File: config.mk
export PLATFORM = sky130hd
export DESIGN_NAME = fifo_burst_reader
export DESIGN_NICKNAME = d
export VERILOG_FILES = /design/src/rtl/fifo_burst_reader.sv
export SDC_FILE = /design/constraint.sdc
export NUM_CORES = 1
export LEC_CHECK = 0
export ABC_AREA = 1
export BUFFER_PORTS_ARGS = -buffer_cell sky130_fd_sc_hd__buf_2
export CAP_MARGIN = 20
export CORE_ASPECT_RATIO = 1.1
export CORE_MARGIN = 2
export CORE_UTILIZATION = 60
export CTS_BUF_LIST = sky130_fd_sc_hd__clkbuf_16
export CTS_CLUSTER_DIAMETER = 120
export DETAILED_ROUTE_END_ITERATION = 10
export PLACE_DENSITY = 0.83
export SLEW_MARGIN = 20
export SYNTH_ARGS = -nofsm -noshare
export SYNTH_HDL_FRONTEND = slang
export SYNTH_SLANG_ARGS = --single-unit
File: constraint.sdc
create_clock -name rd_clk -period 7.1 [get_ports rd_clk]
set_input_delay 0.71 -clock rd_clk [delete_from_list [all_inputs] [get_ports rd_clk]]
set_output_delay 0.71 -clock rd_clk [all_outputs]
set_load 0.02 [all_outputs]
File: src/rtl/fifo_burst_reader.sv
// Read-side drain for the dual-clock FIFO.
// Emits length-headed bursts on a valid/ready stream.
module fifo_burst_reader #(
  parameter int WORD_WIDTH = 16,
  parameter int DEPTH_EXP  = 10,
  parameter int BURST_LEN  = 64,
  parameter int TIMEOUT    = 256
) (
  input  logic                  rd_clk,
  input  logic                  reset_n,
  input  logic [WORD_WIDTH-1:0] fifo_dout,
  input  logic                  fifo_valid,
  input  logic [DEPTH_EXP-1:0]  fifo_rd_data_count,
  output logic                  fifo_rd_en,
  output logic [WORD_WIDTH-1:0] m_data,
  output logic                  m_valid,
  input  logic                  m_ready,
  output logic                  m_first,
  output logic                  m_last,
  output logic                  busy,
  output logic [15:0]           burst_count
);

  localparam int TW = (TIMEOUT > 1) ? $clog2(TIMEOUT) : 1;
  localparam logic [TW-1:0] TMAX = TW'(TIMEOUT - 1);
  localparam logic [DEPTH_EXP-1:0] BLEN = DEPTH_EXP'(BURST_LEN);

  typedef enum logic [1:0] {IDLE, HEADER, STREAM} state_e;

  state_e                state_q;
  logic [TW-1:0]         timer_q;
  logic [DEPTH_EXP-1:0]  len_q;
  logic [DEPTH_EXP-1:0]  popped_q;
  logic [DEPTH_EXP-1:0]  sent_q;
  logic [WORD_WIDTH-1:0] buf0_q;
  logic [WORD_WIDTH-1:0] buf1_q;
  logic [1:0]            cnt_q;
  logic                  inflight_q;
  logic [15:0]           count_q;

  logic       start;
  logic       xfer;
  logic       pay_xfer;
  logic       last_beat;
  logic [2:0] occ;

  assign start = (fifo_rd_data_count >= BLEN) ||
                 ((fifo_rd_data_count != '0) && (timer_q == TMAX));

  assign m_first   = (state_q == HEADER);
  assign m_valid   = m_first || ((state_q == STREAM) && (cnt_q != 2'd0));
  assign last_beat = (sent_q == len_q - DEPTH_EXP'(1));
  assign m_last    = (state_q == STREAM) && (cnt_q != 2'd0) && last_beat;
  assign m_data    = m_first ? WORD_WIDTH'(len_q) :
                     (state_q == STREAM) ? buf0_q : '0;

  assign xfer     = m_valid && m_ready;
  assign pay_xfer = xfer && (state_q == STREAM);

  // Occupancy once this cycle's beat leaves and the in-flight word lands.
  assign occ = {1'b0, cnt_q} + {2'b0, inflight_q} - {2'b0, pay_xfer};

  // Popping starts in HEADER so payload follows the header closely.
  assign fifo_rd_en = (state_q != IDLE) && fifo_valid &&
                      (popped_q < len_q) && (occ < 3'd2);

  assign busy        = (state_q != IDLE);
  assign burst_count = count_q;

  always_ff @(posedge rd_clk or negedge reset_n) begin
    if (!reset_n) begin
      state_q    <= IDLE;
      timer_q    <= '0;
      len_q      <= '0;
      popped_q   <= '0;
      sent_q     <= '0;
      buf0_q     <= '0;
      buf1_q     <= '0;
      cnt_q      <= 2'd0;
      inflight_q <= 1'b0;
      count_q    <= 16'd0;
    end else begin
      inflight_q <= fifo_rd_en;

      unique case (state_q)
        IDLE: begin
          if (start) begin
            timer_q  <= '0;
            len_q    <= (fifo_rd_data_count >= BLEN) ? BLEN
                                                     : fifo_rd_data_count;
            popped_q <= '0;
            sent_q   <= '0;
            state_q  <= HEADER;
          end else if (fifo_rd_data_count == '0) begin
            timer_q <= '0;
          end else begin
            timer_q <= timer_q + TW'(1);
          end
        end
        HEADER: begin
          if (fifo_rd_en) popped_q <= popped_q + DEPTH_EXP'(1);
          if (m_ready) state_q <= STREAM;
        end
        STREAM: begin
          if (fifo_rd_en) popped_q <= popped_q + DEPTH_EXP'(1);
          if (pay_xfer) sent_q <= sent_q + DEPTH_EXP'(1);
          if (pay_xfer && last_beat) begin
            count_q <= count_q + 16'd1;
            state_q <= IDLE;
          end
        end
        default: state_q <= IDLE;
      endcase

      if (inflight_q && pay_xfer) begin
        if (cnt_q == 2'd2) begin
          buf0_q <= buf1_q;
          buf1_q <= fifo_dout;
        end else begin
          buf0_q <= fifo_dout;
        end
      end else if (pay_xfer) begin
        buf0_q <= buf1_q;
        cnt_q  <= cnt_q - 2'd1;
      end else if (inflight_q) begin
        if (cnt_q == 2'd0) buf0_q <= fifo_dout;
        else               buf1_q <= fifo_dout;
        cnt_q <= cnt_q + 2'd1;
      end
    end
  end

endmodule

==> metrics.txt, run 1 <==
hold_buf cts 0; Final period util 0.6392; synth cell count leaders nand2_1 (152), inv_1 (96), dfrtp_1 (91); total wire length 14.15 mm; area leader, netlist dfrtp_1; Synth Area in XOR/XNOR 0.07746; I/O pin count 67; syn_nets roughly 800; Final Cell Area around 6500 um2; status finished clean; first-pass GRT wire length 23.64 mm; minimum clock period 4.539 ns; GRT Util Overall 0.2797; CTS Sinks just over 90; most frequent cell after synthesis nand2_1; biggest cell delay along the critical path between 0.6 and 0.7 ns; Primary FF master, synth dfrtp_1; crit path kind register to output pin; Logic pwr share 0.364; clk_lat worst skew approximately 0.35 ns; # placed instances 914; TritonCTS clock tree built; fin nets 860; Starting Density 0.6167; DIE HEIGHT 106.8 um; die area between 10000 and 15000 um2; synth warn 0; clk_skew 0.004861 ns; Worst setup SP type register; Net Sw Power 834.5 uW; H-Tree Level Count 3; top cell type's share of synthesized area 0.3949; Starting DRT DRC Count 323; WP data required 6.39 ns; sequential element share of the synthesized area 0.3949; Pwr Total 2.078 mW; Finished Layout Cells 930; clock tree buffer depth 2; Via density 5.723; Critical Path Sink Type output pin; layout cells sized above 1 0.1242; Max-Slew Margin vs Limit 0.3570; placed cell area ~6100 um2; clock root buffer clkbuf_16; Fillers 746; Slowest-stage cell, CP nor3_4; number of I/O port buffers 66; sequential power share 0.352; Antenna Violating Nets Remaining 0; row count 37; asr flop ratio synth 1.000; Post-Synthesis Cells about 760; simple-gate share of the synthesized area 0.2345; Sw Share 0.4015; pwr dens 321.0 nW/um2; Num CTS Buffers 9; hold crit path type input pin to asynchronous set/reset pin; Final Hold Fails 0; setup violators final 0; clock group share of total power 0.284; Max Transition Viols Final 0; Synth Area in Compound Gates 0.1484; Final Wtd Congestion 0.9168; Pleak 3.171 nW; DRC errors left 0; family with the most delay on the worst path adder cells; # diodes 0; vias in the first global route approximately 5100; Mapped Area 5767 um2; Worst Tran Pin Value 0.9634 ns; peak supply drop 0.1661 mV; cell internal pwr 1.244 mW; syn_area_per_cell 7.608 um2; initial antenna violation count 0; DR pass1 iterations 7; setup TNS 0 ns; total global routing overflow 0; Worst Path Buf+Inv 6; post-detail-place hpwl approximately 10 mm; Core Box Area approximately 9400 um2; Post-synth EDFFs 0; total number of vias 5322; unrepaired setup endpoints after global routing no; per-cell routed wire length 15.22 um; Max-cap violations 0; largest net degree at the start of global routing 51; FMAX 220.3 MHz; Synth Register Bits 91; area delta synth->final 12.28%; die width 97.48 um; mux cell area share after synthesis 0; CP cell instances inv_1 > ha_1 > inv_2 > nor3_4 > inv_4 > ha_1 > nand2_1 > fa_1 > inv_1 > nor2_1 > nand4_1 > inv_1 > buf_2; Worst-path clk slew around 0.07 ns; Yosys cell types 38; largest family of logic cells by synthesized area simple AND/OR/NAND/NOR gates; Max FO, Critical Path 37; cell mode on critical path inv_1; post-synthesis adder-cell area fraction 0.04903; top post-synthesis cells by area dfrtp_1 (39%), nand2_1 (9.9%), inv_1 (6.2%); setup bufs post-CTS 0; post_cts resized 0; CP arrival approximately 3.8 ns
==> registers in the layout (all words and copies together) (netlist names) <==
name / count
state_q: 2
sent_q: 10
burst_count: 16
buf0_q: 16
inflight_q: 1
timer_q: 8
popped_q: 10
cnt_q: 2
buf1_q: 16
len_q: 10
==> metal layers <==
| layer | part of all wire | wire (um) | up-vias | global-route usage |
|---|---|---|---|---|
| li1 | - | - | 2593 | - |
| met1 | 0.43 | 6085 | 2511 | 0.3627 |
| met2 | 0.49 | 6930 | 191 | 0.4764 |
| met3 | 0.058 | 814 | 27 | 0.04694 |
| met4 | 0.023 | 323 | 0 | 0.09921 |
| met5 | 0 | 0 | - | 0 |
==> metrics by stage <==
stage | utilization | hold slack [ns] | setup slack, ns
global placement | 0.6533 | 0.4799 | 3.084
floorplan | - | 0.4144 | 3.729
CTS | 0.6924 | 0.3574 | 2.614
finish | 0.6924 | 0.3303 | 2.561
detailed placement | 0.6533 | 0.4773 | 3.000
global route | 0.6924 | 0.3892 | 2.336
==> path summary, 6_finish.rpt <==
path	start	endpoint	slack (ns)	cells after the start
max in group asynchronous	reset_n	buf1_q[9]	5.73	2
min in group rd_clk	burst_count[2]	burst_count[2]	0.49	1
hold reg to reg	burst_count[2]	burst_count[2]	0.49	1
setup reg to reg	state_q[0]	popped_q[4]	2.97	15
hold / removal	reset_n	burst_count[7]	0.33	1
setup / recovery	state_q[0]	fifo_rd_en	2.56	13
==> cell type report <==
| cell class | count | area, um2 | share of cell area |
|---|---|---|---|
| multi-input combinational | 533 | 2938 | 0.4537 |
| timing repair buffer | 69 | 355.3 | 0.05488 |
| inverter | 104 | 392.9 | 0.06068 |
| sequential | 91 | 2277 | 0.3517 |
| clock inverter | 7 | 140.1 | 0.02164 |
| tap | 117 | 146.4 | 0.02261 |
| clock buffer | 9 | 225.2 | 0.03478 |
==> placed cells by master, fill, tap and decap left out, drive strengths merged, types with 2 or more instances in the layout <==
master,netlist,routed
nand4,21,21
a21oi,25,25
a211oi,16,16
xnor2,15,15
nor3,19,19
xor2,36,36
clkbuf,16,9
nand3b,3,3
clkinv,2,3
o22ai,16,16
nand3,39,39
inv,102,102
dfrtp,91,91
o21ai,81,81
nand2,154,154
nor4,5,5
bufinv,0,4
nor2,70,70
ha,21,21
o31ai,8,8
buf,14,69
clkinvlp,0,2
==> cell families after synthesis <==
group | Yosys count
flip-flops | 91
adder cells (fa/ha/maj) | 22
buffers and inverters | 134
AO/OA/AOI/OAI | 149
XOR/XNOR | 51
AND/OR/NAND/NOR | 311
==> power by group through the flow <==
stage,logic [mW],registers [mW],clock network [mW]
2_1_floorplan,0.584,0.709,0
3_3_place_gp,0.707,0.731,0
3_5_place_dp,0.742,0.739,0
4_1_cts,0.751,0.730,0.591
5_1_grt,0.848,0.747,0.611
6_report,0.757,0.732,0.589
Note: power is estimated with default switching activity, not from simulation.
==> run 2: changes to the inputs <==
--- a/config.mk
+++ b/config.mk
@@ -10,11 +10,11 @@
 export CAP_MARGIN = 20
 export CORE_ASPECT_RATIO = 1.1
 export CORE_MARGIN = 2
-export CORE_UTILIZATION = 60
+export CORE_UTILIZATION = 54
 export CTS_BUF_LIST = sky130_fd_sc_hd__clkbuf_16
 export CTS_CLUSTER_DIAMETER = 120
 export DETAILED_ROUTE_END_ITERATION = 10
-export PLACE_DENSITY = 0.83
+export PLACE_DENSITY = 0.79
 export SLEW_MARGIN = 20
 export SYNTH_ARGS = -nofsm -noshare
 export SYNTH_HDL_FRONTEND = slang
==> constraint.sdc (replaced) <==
create_clock -name rd_clk -period 4 [get_ports rd_clk]
set_input_delay 0.4 -clock rd_clk [delete_from_list [all_inputs] [get_ports rd_clk]]
set_output_delay 0.4 -clock rd_clk [all_outputs]
set_load 0.02 [all_outputs]
==> metrics.txt, run 2 (synthesized netlist as in run 1, its figures left out) <==
clock root buffer clkbuf_16; area of the multi-input gates 2938 um2 (unchanged); clk_lat worst skew 0.34 ns (about the same); Finished Layout Cells 957 (+2.9%); total global routing overflow 0 (unchanged); Num CTS Buffers 9 (unchanged); crit path kind register to output pin; DIE HEIGHT 112.4 um (+5.2%); WP data required 3.60 ns (-2.79 ns); total wire length 13.91 mm (-1.7%); clk_skew 0.006755 ns (+0.001894 ns); Final period util 0.9297; Starting Density 0.5548 (-0.06184); placed cell area 6150 um2 (+0.66%); Fillers 893 (+20%); Antenna Violating Nets Remaining 0 (unchanged); most common cell after layout, fill and taps aside nand2_1; die width 102.5 um (+5.2%); Max-Slew Margin vs Limit 0.3495 (-0.007541); GRT Util Overall 0.2609 (-0.01880); DRT met1 WL 5.978 mm (-1.8%); area delta synth->final 12.97%; Storage cell area 2277 um2 (unchanged); Critical Path Sink Type output pin; Max-cap violations 0 (unchanged); Core Box Area 10390 um2 (+11%); wire length on met3 764 um (-6.1%); top layer in use met4; final hold slack 0.1423 ns (-0.1881 ns); minimum clock period between 3 and 4 ns; H-Tree Level Count 3 (unchanged); DR WL met2 6.788 mm (-2.0%); DR pass1 iterations 5 (-2); initial antenna violation count 0 (unchanged); layout cells sized above 1 0.1241 (-0.0001526); # placed instances 941 (+3.0%); Final Hold Fails 0 (unchanged); Max Transition Viols Final 0 (unchanged); setup violators final 0 (unchanged); post-detail-place hpwl 10.11 mm (+0.24%); largest net degree at the start of global routing 61 (+20%); hold crit path type input pin to asynchronous set/reset pin; number of I/O port buffers 66 (unchanged); row count 39 (+5.4%); fin nets 861 (+0.12%); post_cts resized 0 (unchanged); commonest cells after routing, fill and taps aside nand2_1 (152), inv_1 (96), dfrtp_1 (91), nor2_1 (68), buf_2 (65); hold_buf cts 0 (unchanged); Critical R2R Launch state_q[0]; Pleak 3.178 nW (+0.22%); total number of vias 5328 (+0.11%); setup TNS 0 ns (unchanged); Worst Tran Pin Value 0.9747 ns (+0.01130 ns); per-cell routed wire length 14.53 um (-4.5%); Starting DRT DRC Count 352 (+9.0%); status finished clean; peak supply drop 0.3469 mV (+110%); FMAX 268.9 MHz; pwr dens 562.8 nW/um2 (+75%); # diodes 0 (unchanged); die area 11520 um2 (+11%); setup bufs post-CTS 0 (unchanged); I/O pin count 67 (unchanged); vias in the first global route 5107 (+1.0%); first-pass GRT wire length 24.17 mm (+2.2%); Final Cell Area 6515 um2 (+0.62%); Final Wtd Congestion 0.9273 (+1.1%); TritonCTS clock tree built; Worst setup SP type register; Max FO, Critical Path 37 (unchanged); Worst-path clk slew 0.07 ns (about the same); clock tree buffer depth 2 (unchanged); Via density 5.567 (-2.7%); CTS Sinks 91 (unchanged); R2R setup slack 0.36 ns (-2.61 ns); FF-to-FF path depth 15 (unchanged); CP arrival 3.32 ns (-0.51 ns); DRC errors left 0 (unchanged); R2R Path End popped_q[1]; unrepaired setup endpoints after global routing no
## run 2: cell types whose count changed in the layout (fill, tap and decap cells not counted), sizes merged
cell,before,now
clkinv,3,4
buf,69,70
clkinvlp,2,1
## run 2: critical path, cell delays in order, from the launching register on
cell and delay [ns]:
dfrtp_1 0.41, inv_1 0.11, ha_1 0.34, inv_2 0.18, nor3_4 0.28, inv_4 0.19, ha_1 0.33, nand2_1 0.06
fa_1 0.37, xor2_1 0.15, nor2_1 0.11, nand4_1 0.13, inv_1 0.14, buf_2 0.18
## run 2: cell type report
class / instances / share of cell area
Tap cell: 143 / 0.02746
Clock inverter: 7 / 0.02151
Timing Repair Buffer: 70 / 0.05569
Inverter: 104 / 0.06030
Clock buffer: 9 / 0.03457
Multi-Input combinational cell: 533 / 0.4509
Sequential cell: 91 / 0.3495
## run 2: power by group
part | switching (mW) | total, mW | internal (mW)
logic | 0.936 | 1.33 | 0.398
clock network | 0.365 | 1.04 | 0.673
registers | 0.160 | 1.30 | 1.14
## run 2: worst max path at each step
stage / start / end / slack [ns] / cells past startpoint
2_1_floorplan: state_q[0] / popped_q[0] / 0.94 / 16
3_3_place_gp: state_q[0] / popped_q[1] / 0.65 / 15
3_5_place_dp: state_q[0] / popped_q[1] / 0.41 / 15
4_1_cts: state_q[0] / fifo_rd_en / 0.29 / 13
5_1_grt: state_q[0] / popped_q[1] / 0.05 / 15
6_report: state_q[0] / fifo_rd_en / 0.28 / 13
## run 2: metrics by stage
stage                     utilization  total power, mW  setup WS, ns
after floorplan                     -            2.295        0.9393
after global placement         0.5917            2.565        0.6493
after detailed placement       0.5917            2.635        0.4081
after CTS                      0.6268            3.673        0.2941
after global routing           0.6268            3.944       0.05452
final                          0.6268            3.667        0.2812
## run 2: routing by layer
layer | vias up | global-route usage
met5 | - | 0
met4 | 0 | 0.1093
met3 | 34 | 0.03113
met2 | 184 | 0.4166
met1 | 2509 | 0.3582
li1 | 2601 | -
==> run 3: changes to the inputs <==
--- a/config.mk
+++ b/config.mk
@@ -14,6 +14,7 @@
 export CTS_BUF_LIST = sky130_fd_sc_hd__clkbuf_16
 export CTS_CLUSTER_DIAMETER = 120
 export DETAILED_ROUTE_END_ITERATION = 10
+export MAX_ROUTING_LAYER = met4
 export PLACE_DENSITY = 0.79
 export SLEW_MARGIN = 20
 export SYNTH_ARGS = -nofsm -noshare
==> metrics.txt, run 3 (synthesized netlist as in run 1, its figures left out) <==
clock group share of total power 0.284 (about the same); Core Box Area 10390 um2 (unchanged); setup bufs post-CTS 0 (unchanged); Starting Density 0.5548 (unchanged); status finished clean; fin nets 861 (unchanged); WP depth 13 (unchanged); number of I/O port buffers 66 (unchanged); per-cell routed wire length 14.50 um (-0.19%); post-detail-place hpwl 10.11 mm (unchanged); layout cells sized above 1 0.1241 (unchanged); FF-to-FF path depth 15 (unchanged); vias in the first global route 5106 (-0.020%); Final Wtd Congestion 0.9436 (+1.8%); hold_buf cts 0 (unchanged); Critical Path Sink Type output pin; Max FO, Critical Path 37 (unchanged); Final Hold Fails 0 (unchanged); clk_lat worst skew 0.34 ns (about the same); Final Cell Area 6515 um2 (unchanged); TritonCTS clock tree built; pwr dens 562.4 nW/um2 (about the same); minimum clock period 3.719 ns (+0.0001540 ns); Max-Slew Margin vs Limit 0.3530 (+0.003479); Max Transition Viols Final 0 (unchanged); Worst Tran Pin Value 0.9695 ns (-0.005212 ns); Final period util 0.9297 (about the same); commonest cells after routing, fill and taps aside nand2_1 (152), inv_1 (96), dfrtp_1 (91), nor2_1 (68), buf_2 (65); area delta synth->final 12.97% (unchanged); placed cell area 6150 um2 (unchanged); Pleak 3.178 nW (unchanged); largest net degree at the start of global routing 61 (unchanged); DR pass1 iterations 6 (+1); GRT Util Overall 0.2680 (+0.007165); CP arrival 3.32 ns (about the same); Sw Share 0.3979 (-0.0004056); hold crit path type input pin to asynchronous set/reset pin; Worst Path Buf+Inv 5 (unchanged); Logic pwr share 0.363 (about the same); I/O pin count 67 (unchanged); # placed instances 941 (unchanged); Net Sw Power 1.458 mW (-0.17%); setup TNS 0 ns (unchanged); unrepaired setup endpoints after global routing no; H-Tree Level Count 3 (unchanged); Antenna Violating Nets Remaining 0 (unchanged); Num CTS Buffers 9 (unchanged); area of the multi-input gates 2938 um2 (unchanged); DIE HEIGHT 112.4 um (unchanged); post_cts resized 0 (unchanged); Worst setup SP type register; first-pass GRT wire length 24.16 mm (about the same); # diodes 0 (unchanged); biggest cell delay along the critical path 0.41 ns (about the same); row count 39 (unchanged); die area 11520 um2 (unchanged); initial antenna violation count 0 (unchanged); DRC errors left 0 (unchanged); Starting DRT DRC Count 317 (-9.9%); most common cell after layout, fill and taps aside nand2_1; Via density 5.538 (-0.53%); setup violators final 0 (unchanged); Slowest-stage cell, CP dfrtp_1; CTS Sinks 91 (unchanged); cell internal pwr 2.206 mW (about the same); total wire length 13.88 mm (-0.19%); clk_skew 0.005937 ns (-0.0008172 ns); final hold slack 0.1261 ns (-0.01611 ns); Worst-path clk slew 0.07 ns (about the same); Fillers 893 (unchanged); Max-cap violations 0 (unchanged); clock root buffer clkbuf_16; crit path kind register to output pin; total number of vias 5300 (-0.53%); sequential power share 0.353 (about the same); clock tree buffer depth 2 (unchanged); Storage cell area 2277 um2 (unchanged); WP data required 3.60 ns (about the same); Finished Layout Cells 957 (unchanged); die width 102.5 um (unchanged); FMAX 268.9 MHz (about the same); family with the most delay on the worst path adder cells; CP cell instances inv_1 > ha_1 > inv_2 > nor3_4 > inv_4 > ha_1 > nand2_1 > fa_1 > xor2_1 > nor2_1 > nand4_1 > inv_1 > buf_2; peak supply drop 0.3480 mV (+0.33%); total global routing overflow 0 (unchanged)
[run 3: final timing paths]
path,from,end,slack (ns)
min in group rd_clk,fifo_rd_data_count[0],len_q[0],0.32
hold / removal,reset_n,burst_count[9],0.13
hold reg to reg,burst_count[2],burst_count[2],0.49
setup / recovery,state_q[0],fifo_rd_en,0.28
setup reg to reg,state_q[0],popped_q[1],0.38
max in group asynchronous,reset_n,popped_q[5],2.94
[run 3: power by group through the flow]
stage / sequential [mW] / clock [mW] / combinational (mW)
after floorplan: 1.26 / 0 / 1.04
after global placement: 1.30 / 0 / 1.27
after detailed placement: 1.31 / 0 / 1.33
after CTS: 1.29 / 1.05 / 1.33
after global routing: 1.32 / 1.10 / 1.52
final: 1.29 / 1.04 / 1.33
[run 3: final cells by class]
cell class                 instances  share of cell area
clock inverter                     7             0.02151
sequential                        91              0.3495
inverter                         104             0.06030
tap                              143             0.02746
timing repair buffer              70             0.05569
clock buffer                       9             0.03457
multi-input combinational        533              0.4509
[run 3: worst reg2reg max path: stages, from the launching register on]
cell,delay (ns)
dfrtp_1,0.41
inv_1,0.11
ha_1,0.33
inv_2,0.18
nor3_4,0.29
inv_4,0.19
ha_1,0.33
nand2_1,0.06
fa_1,0.37
xor2_1,0.15
nor2_1,0.11
nand4_1,0.13
nand2_1,0.32
nand2_1,0.32
nand2_1,0.15
nand2_1,0.06
[run 3: through the flow]
stage / utilization / power (mW) / setup slack [ns]
after global routing: 0.6268 / 3.943 / 0.04492
after global placement: 0.5917 / 2.565 / 0.6493
after detailed placement: 0.5917 / 2.635 / 0.4081
after floorplan: - / 2.295 / 0.9393
final: 0.6268 / 3.664 / 0.2810
after CTS: 0.6268 / 3.673 / 0.2941
[run 3: routing by layer]
layer / vias up / share of wire / global-route usage
li1: 2599 / - / -
met2: 156 / 0.48 / 0.4174
met1: 2507 / 0.44 / 0.3566
met4: 0 / 0.028 / 0.1093
met3: 38 / 0.045 / 0.02989
met5: - / 0 / -
